$ cat config.mk
export PLATFORM = sky130hd
export DESIGN_NAME = branch_predictor
export DESIGN_NICKNAME = d
export VERILOG_FILES = /design/src/rtl/cpu_pkg.sv /design/src/rtl/bp_btb.sv /design/src/rtl/branch_predictor.sv
export SDC_FILE = /design/constraint.sdc
export NUM_CORES = 2
export LEC_CHECK = 0
export BUFFER_PORTS_ARGS = -buffer_cell sky130_fd_sc_hd__buf_2
export CAP_MARGIN = 30
export CORE_UTILIZATION = 60
export CTS_CLUSTER_DIAMETER = 200
export DETAILED_ROUTE_END_ITERATION = 12
export HOLD_SLACK_MARGIN = 0.15
export PLACE_DENSITY = 0.83
export SYNTH_ARGS = -nofsm -noshare
export SYNTH_HDL_FRONTEND = slang
export SYNTH_SLANG_ARGS = --single-unit
$ cat constraint.sdc
create_clock -name clk -period 82.4 [get_ports clk]
set_input_delay 12.36 -clock clk [delete_from_list [all_inputs] [get_ports clk]]
set_output_delay 12.36 -clock clk [all_outputs]
set_load 0.02 [all_outputs]
$ cat src/rtl/cpu_pkg.sv
// Shared CPU definitions: default datapath width and 2-bit direction counter helpers.
package cpu_pkg;

  localparam int XLEN_DEFAULT = 32;

  localparam logic [1:0] CTR_SNT = 2'b00;
  localparam logic [1:0] CTR_WNT = 2'b01;
  localparam logic [1:0] CTR_WT  = 2'b10;
  localparam logic [1:0] CTR_ST  = 2'b11;

  // Saturating step of a 2-bit direction counter toward the resolved outcome.
  function automatic logic [1:0] ctr_next(input logic [1:0] ctr, input logic taken);
    logic [1:0] r;
    if (taken) r = (ctr == CTR_ST) ? CTR_ST : ctr + 2'd1;
    else       r = (ctr == CTR_SNT) ? CTR_SNT : ctr - 2'd1;
    return r;
  endfunction

endpackage

$ cat src/rtl/bp_btb.sv
// Direct-mapped tagged branch target buffer: combinational lookup, one write port.
module bp_btb
  import cpu_pkg::*;
#(
  parameter int XLEN    = XLEN_DEFAULT,
  parameter int ENTRIES = 32
) (
  input  logic            clk,
  input  logic            reset,
  input  logic [XLEN-1:0] i_rd_pc,
  output logic            o_hit,
  output logic            o_is_jump,
  output logic [XLEN-1:0] o_target,
  input  logic            i_wr_en,
  input  logic [XLEN-1:0] i_wr_pc,
  input  logic [XLEN-1:0] i_wr_target,
  input  logic            i_wr_is_jump
);

  localparam int IDX   = $clog2(ENTRIES);
  localparam int TAG_W = XLEN - IDX - 2;

  logic [ENTRIES-1:0] r_valid;
  logic [ENTRIES-1:0] r_is_jump;
  logic [TAG_W-1:0]   r_tag    [ENTRIES];
  logic [XLEN-1:0]    r_target [ENTRIES];

  logic [IDX-1:0]   w_rd_idx;
  logic [TAG_W-1:0] w_rd_tag;
  logic [IDX-1:0]   w_wr_idx;
  logic [TAG_W-1:0] w_wr_tag;
  logic             w_unused;

  assign w_rd_idx = i_rd_pc[IDX+1:2];
  assign w_rd_tag = i_rd_pc[XLEN-1:IDX+2];
  assign w_wr_idx = i_wr_pc[IDX+1:2];
  assign w_wr_tag = i_wr_pc[XLEN-1:IDX+2];
  // Instruction-aligned PCs: the byte-offset bits carry no information here.
  assign w_unused = &{1'b0, i_rd_pc[1:0], i_wr_pc[1:0]};

  assign o_hit     = r_valid[w_rd_idx] && (r_tag[w_rd_idx] == w_rd_tag);
  assign o_is_jump = r_is_jump[w_rd_idx];
  assign o_target  = r_target[w_rd_idx];

  // Allocate or overwrite the indexed entry; an aliasing tag is simply replaced.
  always_ff @(posedge clk or posedge reset) begin
    if (reset) begin
      r_valid   <= '0;
      r_is_jump <= '0;
      for (int i = 0; i < ENTRIES; i++) begin
        r_tag[i]    <= '0;
        r_target[i] <= '0;
      end
    end else if (i_wr_en) begin
      r_valid[w_wr_idx]   <= 1'b1;
      r_is_jump[w_wr_idx] <= i_wr_is_jump;
      r_tag[w_wr_idx]     <= w_wr_tag;
      r_target[w_wr_idx]  <= i_wr_target;
    end
  end

endmodule

$ cat src/rtl/branch_predictor.sv
// gshare direction predictor plus BTB; keeps a speculative GHR repaired on EX redirect.
module branch_predictor
  import cpu_pkg::*;
#(
  parameter int XLEN        = XLEN_DEFAULT,
  parameter int BTB_ENTRIES = 32,
  parameter int GHR_BITS    = 5
) (
  input  logic                clk,
  input  logic                reset,
  input  logic [XLEN-1:0]     if_pc,
  input  logic                if_advance,
  output logic                pred_taken,
  output logic [XLEN-1:0]     pred_next_pc,
  output logic [GHR_BITS-1:0] pred_ghr,
  input  logic                upd_valid,
  input  logic [XLEN-1:0]     upd_pc,
  input  logic                upd_is_cond,
  input  logic                upd_taken,
  input  logic [XLEN-1:0]     upd_target,
  input  logic [GHR_BITS-1:0] upd_ghr,
  input  logic                upd_mispredict
);

  localparam int IDX = $clog2(BTB_ENTRIES);

  logic [1:0]          r_pht [BTB_ENTRIES];
  logic [GHR_BITS-1:0] r_ghr;

  logic            w_btb_hit;
  logic            w_btb_jump;
  logic [XLEN-1:0] w_btb_target;
  logic [IDX-1:0]  w_pht_rd_idx;
  logic [IDX-1:0]  w_pht_wr_idx;
  logic [1:0]      w_pht_ctr;

  bp_btb #(
    .XLEN    (XLEN),
    .ENTRIES (BTB_ENTRIES)
  ) u_btb (
    .clk          (clk),
    .reset        (reset),
    .i_rd_pc      (if_pc),
    .o_hit        (w_btb_hit),
    .o_is_jump    (w_btb_jump),
    .o_target     (w_btb_target),
    .i_wr_en      (upd_valid && upd_taken),
    .i_wr_pc      (upd_pc),
    .i_wr_target  (upd_target),
    .i_wr_is_jump (!upd_is_cond)
  );

  // History is zero-extended to the index width before hashing.
  assign w_pht_rd_idx = if_pc[IDX+1:2] ^ IDX'(r_ghr);
  assign w_pht_wr_idx = upd_pc[IDX+1:2] ^ IDX'(upd_ghr);
  assign w_pht_ctr    = r_pht[w_pht_rd_idx];

  assign pred_taken   = w_btb_hit && (w_btb_jump || w_pht_ctr[1]);
  assign pred_next_pc = pred_taken ? w_btb_target : if_pc + XLEN'(4);
  assign pred_ghr     = r_ghr;

  // Train the direction counter of each resolved conditional branch.
  always_ff @(posedge clk or posedge reset) begin
    if (reset) begin
      for (int i = 0; i < BTB_ENTRIES; i++) r_pht[i] <= CTR_WNT;
    end else if (upd_valid && upd_is_cond) begin
      r_pht[w_pht_wr_idx] <= ctr_next(r_pht[w_pht_wr_idx], upd_taken);
    end
  end

  // Speculative history shift on fetched conditional hits; EX repair takes priority.
  always_ff @(posedge clk or posedge reset) begin
    if (reset) begin
      r_ghr <= '0;
    end else if (upd_valid && upd_mispredict) begin
      r_ghr <= upd_is_cond ? GHR_BITS'({upd_ghr, upd_taken}) : upd_ghr;
    end else if (if_advance && w_btb_hit && !w_btb_jump) begin
      r_ghr <= GHR_BITS'({r_ghr, pred_taken});
    end
  end

endmodule

-- Yosys cells after proc, flatten, opt, wreduce, memory -nomap -nowiden
Index checks and enable logic that the tools add are counted.
- register bits after elaboration: 1957
- input bits: 108
- output and inout bits: 38
- logic and storage cells: 171
- add/subtract/negate cells: 3
- $lt $le $gt $ge: 9
- equal/unequal tests: 2
- multiplexer cells: 36
- bitwise gates (word level): 7
- reductions and logical operators: 15
- operators with widths (operator ; count):
    $bwmux W1024 ; 1
    $bwmux W800 ; 1
    $bmux W32 S5 ; 1
    $demux W32 S5 ; 1
    $mux W32 ; 4
    $bmux W25 S5 ; 1
    $demux W25 S5 ; 1
    $mux W25 ; 3
    $bwmux W64 ; 1
    $add A32 B3 Y32 const B ; 1
    $bwmux W32 ; 1
    $or A32 B32 Y32 ; 1
    $eq A25 B25 Y1 ; 1
    $ge A6 B6 Y1 const B ; 4
    $not A5 Y6 ; 4
    $bmux W2 S5 ; 2
    $mux W2 ; 9
    $mux W5 ; 3
    $lt A5 B6 Y1 const B ; 2
    $lt A6 B1 Y1 const B ; 2
    $bmux W1 S5 ; 2
    $demux W2 S5 ; 1
    $logic_and A1 B1 Y1 ; 10
    $xor A5 B5 Y5 ; 2
    10 further kinds ; 13

-- Longest topological paths before layout
- depth in word-level cells: 10
- mapped depth: 17
- gate-level depth less buffers: 9

-- Hierarchy
Synthesis repeated with hierarchy kept, for this count alone.
- cells, all modules: 5819
- area total of the unflattened synthesis: 90286.6 µm²
- by module, submodules not included (module ; instances ; cells each ; area each (µm²) ; seq. area each (µm²)):
    bp_btb ; 1 ; 5307 ; 85336.8 ; 47245.3
    branch_predictor ; 1 ; 512 ; 4949.7 ; 1766.7

-- Worst setup path after synthesis
Ideal clock, no wire load.
- path type: input-to-output
- from: input if_pc[2]
- to: output pred_next_pc[22]
- data arrival time: 15.593 ns
- required time: 70.040 ns
- slack: 54.447 ns
- stages: 16
- buffers on the path: 7
- cell sequence: buf_6 > buf_6 > buf_6 > buf_8 > buf_6 > mux2i_1 > o22ai_1 > a2111oi_2 > a21oi_1 > xnor2_2 > nand4_2 > nor4_4 > and3_1 > buf_6 > buf_6 > mux2i_1
- word-level cells in the longest chain between the ends: 8
- elaborated cells between the ends (all ways): 22
- those cells by class: 1 x add/sub; 1 x eq/ne; 14 x mux; 3 x bitwise; 3 x reduce/logical
- RTL lines (item ; line ; RTL):
    from (decl) ; branch_predictor.sv:11 ; input logic [XLEN-1:0] if_pc,
    $not A5 Y6 (implied by the code) or $xor A5 B5 Y5 (tied branches) ; bp_btb.sv:41, branch_predictor.sv:54 ;
    $bmux W25 S5 or $not A5 Y6 (tied branches) ; bp_btb.sv:41, branch_predictor.sv:56 ;
    $mux W25 (implied by the code) or $bmux W2 S5 (tied branches) ; bp_btb.sv:41, branch_predictor.sv:56 ;
    $mux W25 (implied by the code) or $mux W2 (tied branches) ; bp_btb.sv:41, branch_predictor.sv:56 ;
    $eq A25 B25 Y1 or $mux W2 (tied branches) ; bp_btb.sv:41, branch_predictor.sv:56 ;
    $logic_and A1 B1 Y1 or $logic_or A1 B1 Y1 (tied branches) ; bp_btb.sv:41, branch_predictor.sv:58 ;
    $logic_and A1 B1 Y1 (*) ; branch_predictor.sv:58 ; assign pred_taken = w_btb_hit && (w_btb_jump || w_pht_ctr[1]);
    net pred_taken ; branch_predictor.sv:13 ; output logic pred_taken,
    $mux W32 (*) ; branch_predictor.sv:59 ; assign pred_next_pc = pred_taken ? w_btb_target : if_pc + XLEN'(4);
    to (decl) ; branch_predictor.sv:14 ; output logic [XLEN-1:0] pred_next_pc,
The timed path passes the listed nets; every way through them passes the cells marked *. The select of a mux whose other input is x is not followed.

-- Worst setup path after layout
- from: input if_pc[2]
- to: output pred_next_pc[25]
- word-level cells in the longest chain between the ends: 8
- elaborated cells between the ends (all ways): 22
- those cells by class: 1 x add/sub; 1 x eq/ne; 14 x mux; 3 x bitwise; 3 x reduce/logical
- RTL lines (item ; line):
    $not A5 Y6 (implied by the code) or $xor A5 B5 Y5 (tied branches) ; bp_btb.sv:41, bp_btb.sv:43, branch_predictor.sv:54
    $bmux W25 S5 or $not A5 Y6 (tied branches) ; bp_btb.sv:41, branch_predictor.sv:56
    $mux W25 (implied by the code) or $bmux W2 S5 (tied branches) ; bp_btb.sv:41, branch_predictor.sv:56
    $mux W25 (implied by the code) or $mux W2 (tied branches) ; bp_btb.sv:41, branch_predictor.sv:56
    $eq A25 B25 Y1 or $mux W2 (tied branches) ; bp_btb.sv:41, branch_predictor.sv:56
    $logic_and A1 B1 Y1 or $logic_or A1 B1 Y1 (tied branches) ; bp_btb.sv:41, branch_predictor.sv:58
    $logic_and A1 B1 Y1 ; branch_predictor.sv:58
    $mux W32 (*) ; branch_predictor.sv:59
Mark *: on every way between the ends. The rest lies on a longest branch, timed or not. The select of a mux whose other input is x is not followed.

==> out/metrics.csv <==
metric;value;unit
outcome;complete, no violations;
worstReg2RegStart;u_btb.r_tag[601];
avgSynthCellArea;13.46;sq um
max_freq;31.20;MHz
holdCritPathClass;flip-flop to flip-flop;
worst_ep_arrival_time;19.70;ns
reg2reg_setup_slack;78.82;ns
startpoint_type;input port;
netlist.area_leader.share;0.5348;
synthCells;6690;
mostFrequentLayoutCell;dfrtp_1;
core;0.1484;sq mm
synth_area_leader_cell;dfrtp_1;
timing.hold.ws;0.4603;ns
timing.rr.end;pred_ghr[0];
io_pins;146;
cts_tree;yes;
final_net_count;6673;
cts_hold_buf;0;
dpl.hpwl;142900;um
final_cell_mix;dfrtp_1 (1925), nand2_1 (1507), mux2_2 (1429);
finalCritPeriodShare;0.3890;
fp.dieW;389.5;um
yosys_most_used_dff;dfrtp_1;
post_cts_buffers;0;
avgRoutedWirePerCell;29.11;um
regArea;0.04901;sq mm
async_flop_share;1.000;
htreeDepth;4;
ys_seq_elements;1957;
vias;58840;
syn_nets;6799;
antenna_found_initial;25;
leakage;0.04779;uW
final_util;0.6678;
drt_iter0_drc;6571;
synth_edf_count;0;
clock_sinks;1957;
viasPerCell;6.729;
setup_violations;0;
grt_pass1_vias;61210;
synthDistinctLibCells;71;
grtUsageMet3;0.1037;
start_util;0.6071;
grt_start_max_net_pins;198;
rows;141;
hold_end;u_btb.r_valid[14];
hold_violations;0;
multi_input_area;0.03881;sq mm
max-clock-path-buffers;3;
synth_area_leaders;dfrtp_1 (53%), mux2_2 (18%), mux4_2 (13%);
slew_viol_final;0;
grtUsageMet2;0.5134;
cp-end-kind;output pin;
path_class;input port to output pin;
dieArea;0.1517;sq mm
holdCritStartpoint;u_btb.r_valid[14];
p_per_area;23.86;mW/mm^2
busiest_layer;met2;
rsz0062_at_grt;no;
slew_headroom;0.2023;
portBuffers;143;
ys_warn_count;0;
grt-ovfl-total;0;
use_met1;0.4510;
fillerInstances;9623;
grt_pass1_wl;384200;um
required;70.04;ns
cap_violations;0;
die_y;389.5;um
final_layout_size_suffix_gt1_frac;0.3914;
drtPass1Iterations;6;
ys_seq_area_frac;0.5441;
root_buffer;clkbuf_16;
period_minus_slack;32.06;ns
synth_area;0.09008;sq mm
tns;0;ns
path_max_fanout;71;
cts_resized;0;
tightest_slew;1.193;ns
peakVddDrop;20.05;uV
drc;0;
gp_congestion;0.9158;
min_delay_path_depth;1;
ant_nets;0;
rr_worst_depth;9;
drt-total-wl;254600;um
area_delta_synth_final;9.988;%
clock_latency;0.85;ns
clk_pin_slew_worst_paths;0.06;ns
grtUsageTotal;0.3408;
fin_skew;0.03285;ns
numCtsBuffers;191;
-- layout make-up --
type | count | share of cell area
well taps | 2002 | 0.02528
repair buffers | 283 | 0.02322
diodes | 20 | 0.0005052
multi-input cells | 4123 | 0.3917
inverters | 8 | 0.0004041
clock inverters | 55 | 0.006163
flip-flops and latches | 1957 | 0.4947
clock buffers | 296 | 0.05804
-- flip-flops by register name, summed over array words and instances (netlist names) --
signal,count
pred_ghr,5
r_pht,64
u_btb.r_is_jump,32
u_btb.r_tag,800
u_btb.r_target,1024
u_btb.r_valid,32
-- Yosys cell counts (all sizes together) (15+ instances only) --
master  number
a22o        17
dfstp       32
mux4       516
nor2        49
dfrtp     1925
xnor2       30
nand2     1533
mux2i      168
buf        227
nand3       21
a22oi       46
a21oi       35
mux2      1432
xor2        34
o221ai      28
clkbuf     375
o21ai       30
o22ai       19
nand4       15
nand2b      26
-- worst max path at each step --
stage	end	cells after the start	start
2_1_floorplan	pred_ghr[0]	1	reset
3_3_place_gp	pred_next_pc[25]	14	if_pc[2]
3_5_place_dp	pred_next_pc[25]	14	if_pc[2]
4_1_cts	pred_next_pc[25]	14	if_pc[2]
5_1_grt	pred_next_pc[25]	14	if_pc[2]
6_report	pred_next_pc[25]	14	if_pc[2]
-- metal layers --
metal / part of all wire / wire length (um)
met5: 0.00060 / 154
met2: 0.46 / 116200
met3: 0.12 / 30670
met1: 0.37 / 93720
met4: 0.054 / 13780
-- where the power goes --
group | internal, uW | switching, uW | leakage [uW]
clock network | 506 | 380 | 0.00313
logic | 169 | 150 | 0.0187
registers | 1090 | 68.0 | 0.0259
-- kinds of logic (layout without fill, tap and decap cells) --
group                    after synthesis  count (layout)  share of synthesized area
AO/OA/AOI/OAI                        220             220                    0.01745
XOR/XNOR                              64              64                   0.006640
adder cells (fa/ha/maj)                3               3                  0.0003611
buffers and inverters                610             642                    0.02882
flip-flops                          1957            1957                     0.5441
multiplexers                        2116            2116                     0.3267
other                                  0              20                          0
AND/OR/NAND/NOR                     1720            1720                    0.07588
-- critical path: stages --
cell,delay (ns)
buf_8,0.53
buf_4,0.73
buf_4,0.66
nand3b_1,0.75
o22ai_1,0.40
nor3_1,0.12
a22o_1,0.26
o21a_1,0.22
or4b_4,0.51
nor4_4,0.76
and3_2,0.74
buf_4,0.53
mux2i_1,0.70
buf_2,0.29
-- through the flow --
stage | instance area (sq um) | instances | total power [uW] | setup slack, ns
5_1_grt | 99040 | 8728 | 2443 | 50.23
2_1_floorplan | 90080 | 6690 | 1404 | 14.82
3_5_place_dp | 92420 | 8358 | 1484 | 50.49
3_3_place_gp | 91950 | 8334 | 1455 | 50.59
6_report | 99080 | 8744 | 2364 | 50.34
4_1_cts | 98780 | 8709 | 2362 | 50.40
No activity file was read; power rests on OpenSTA's default activity.
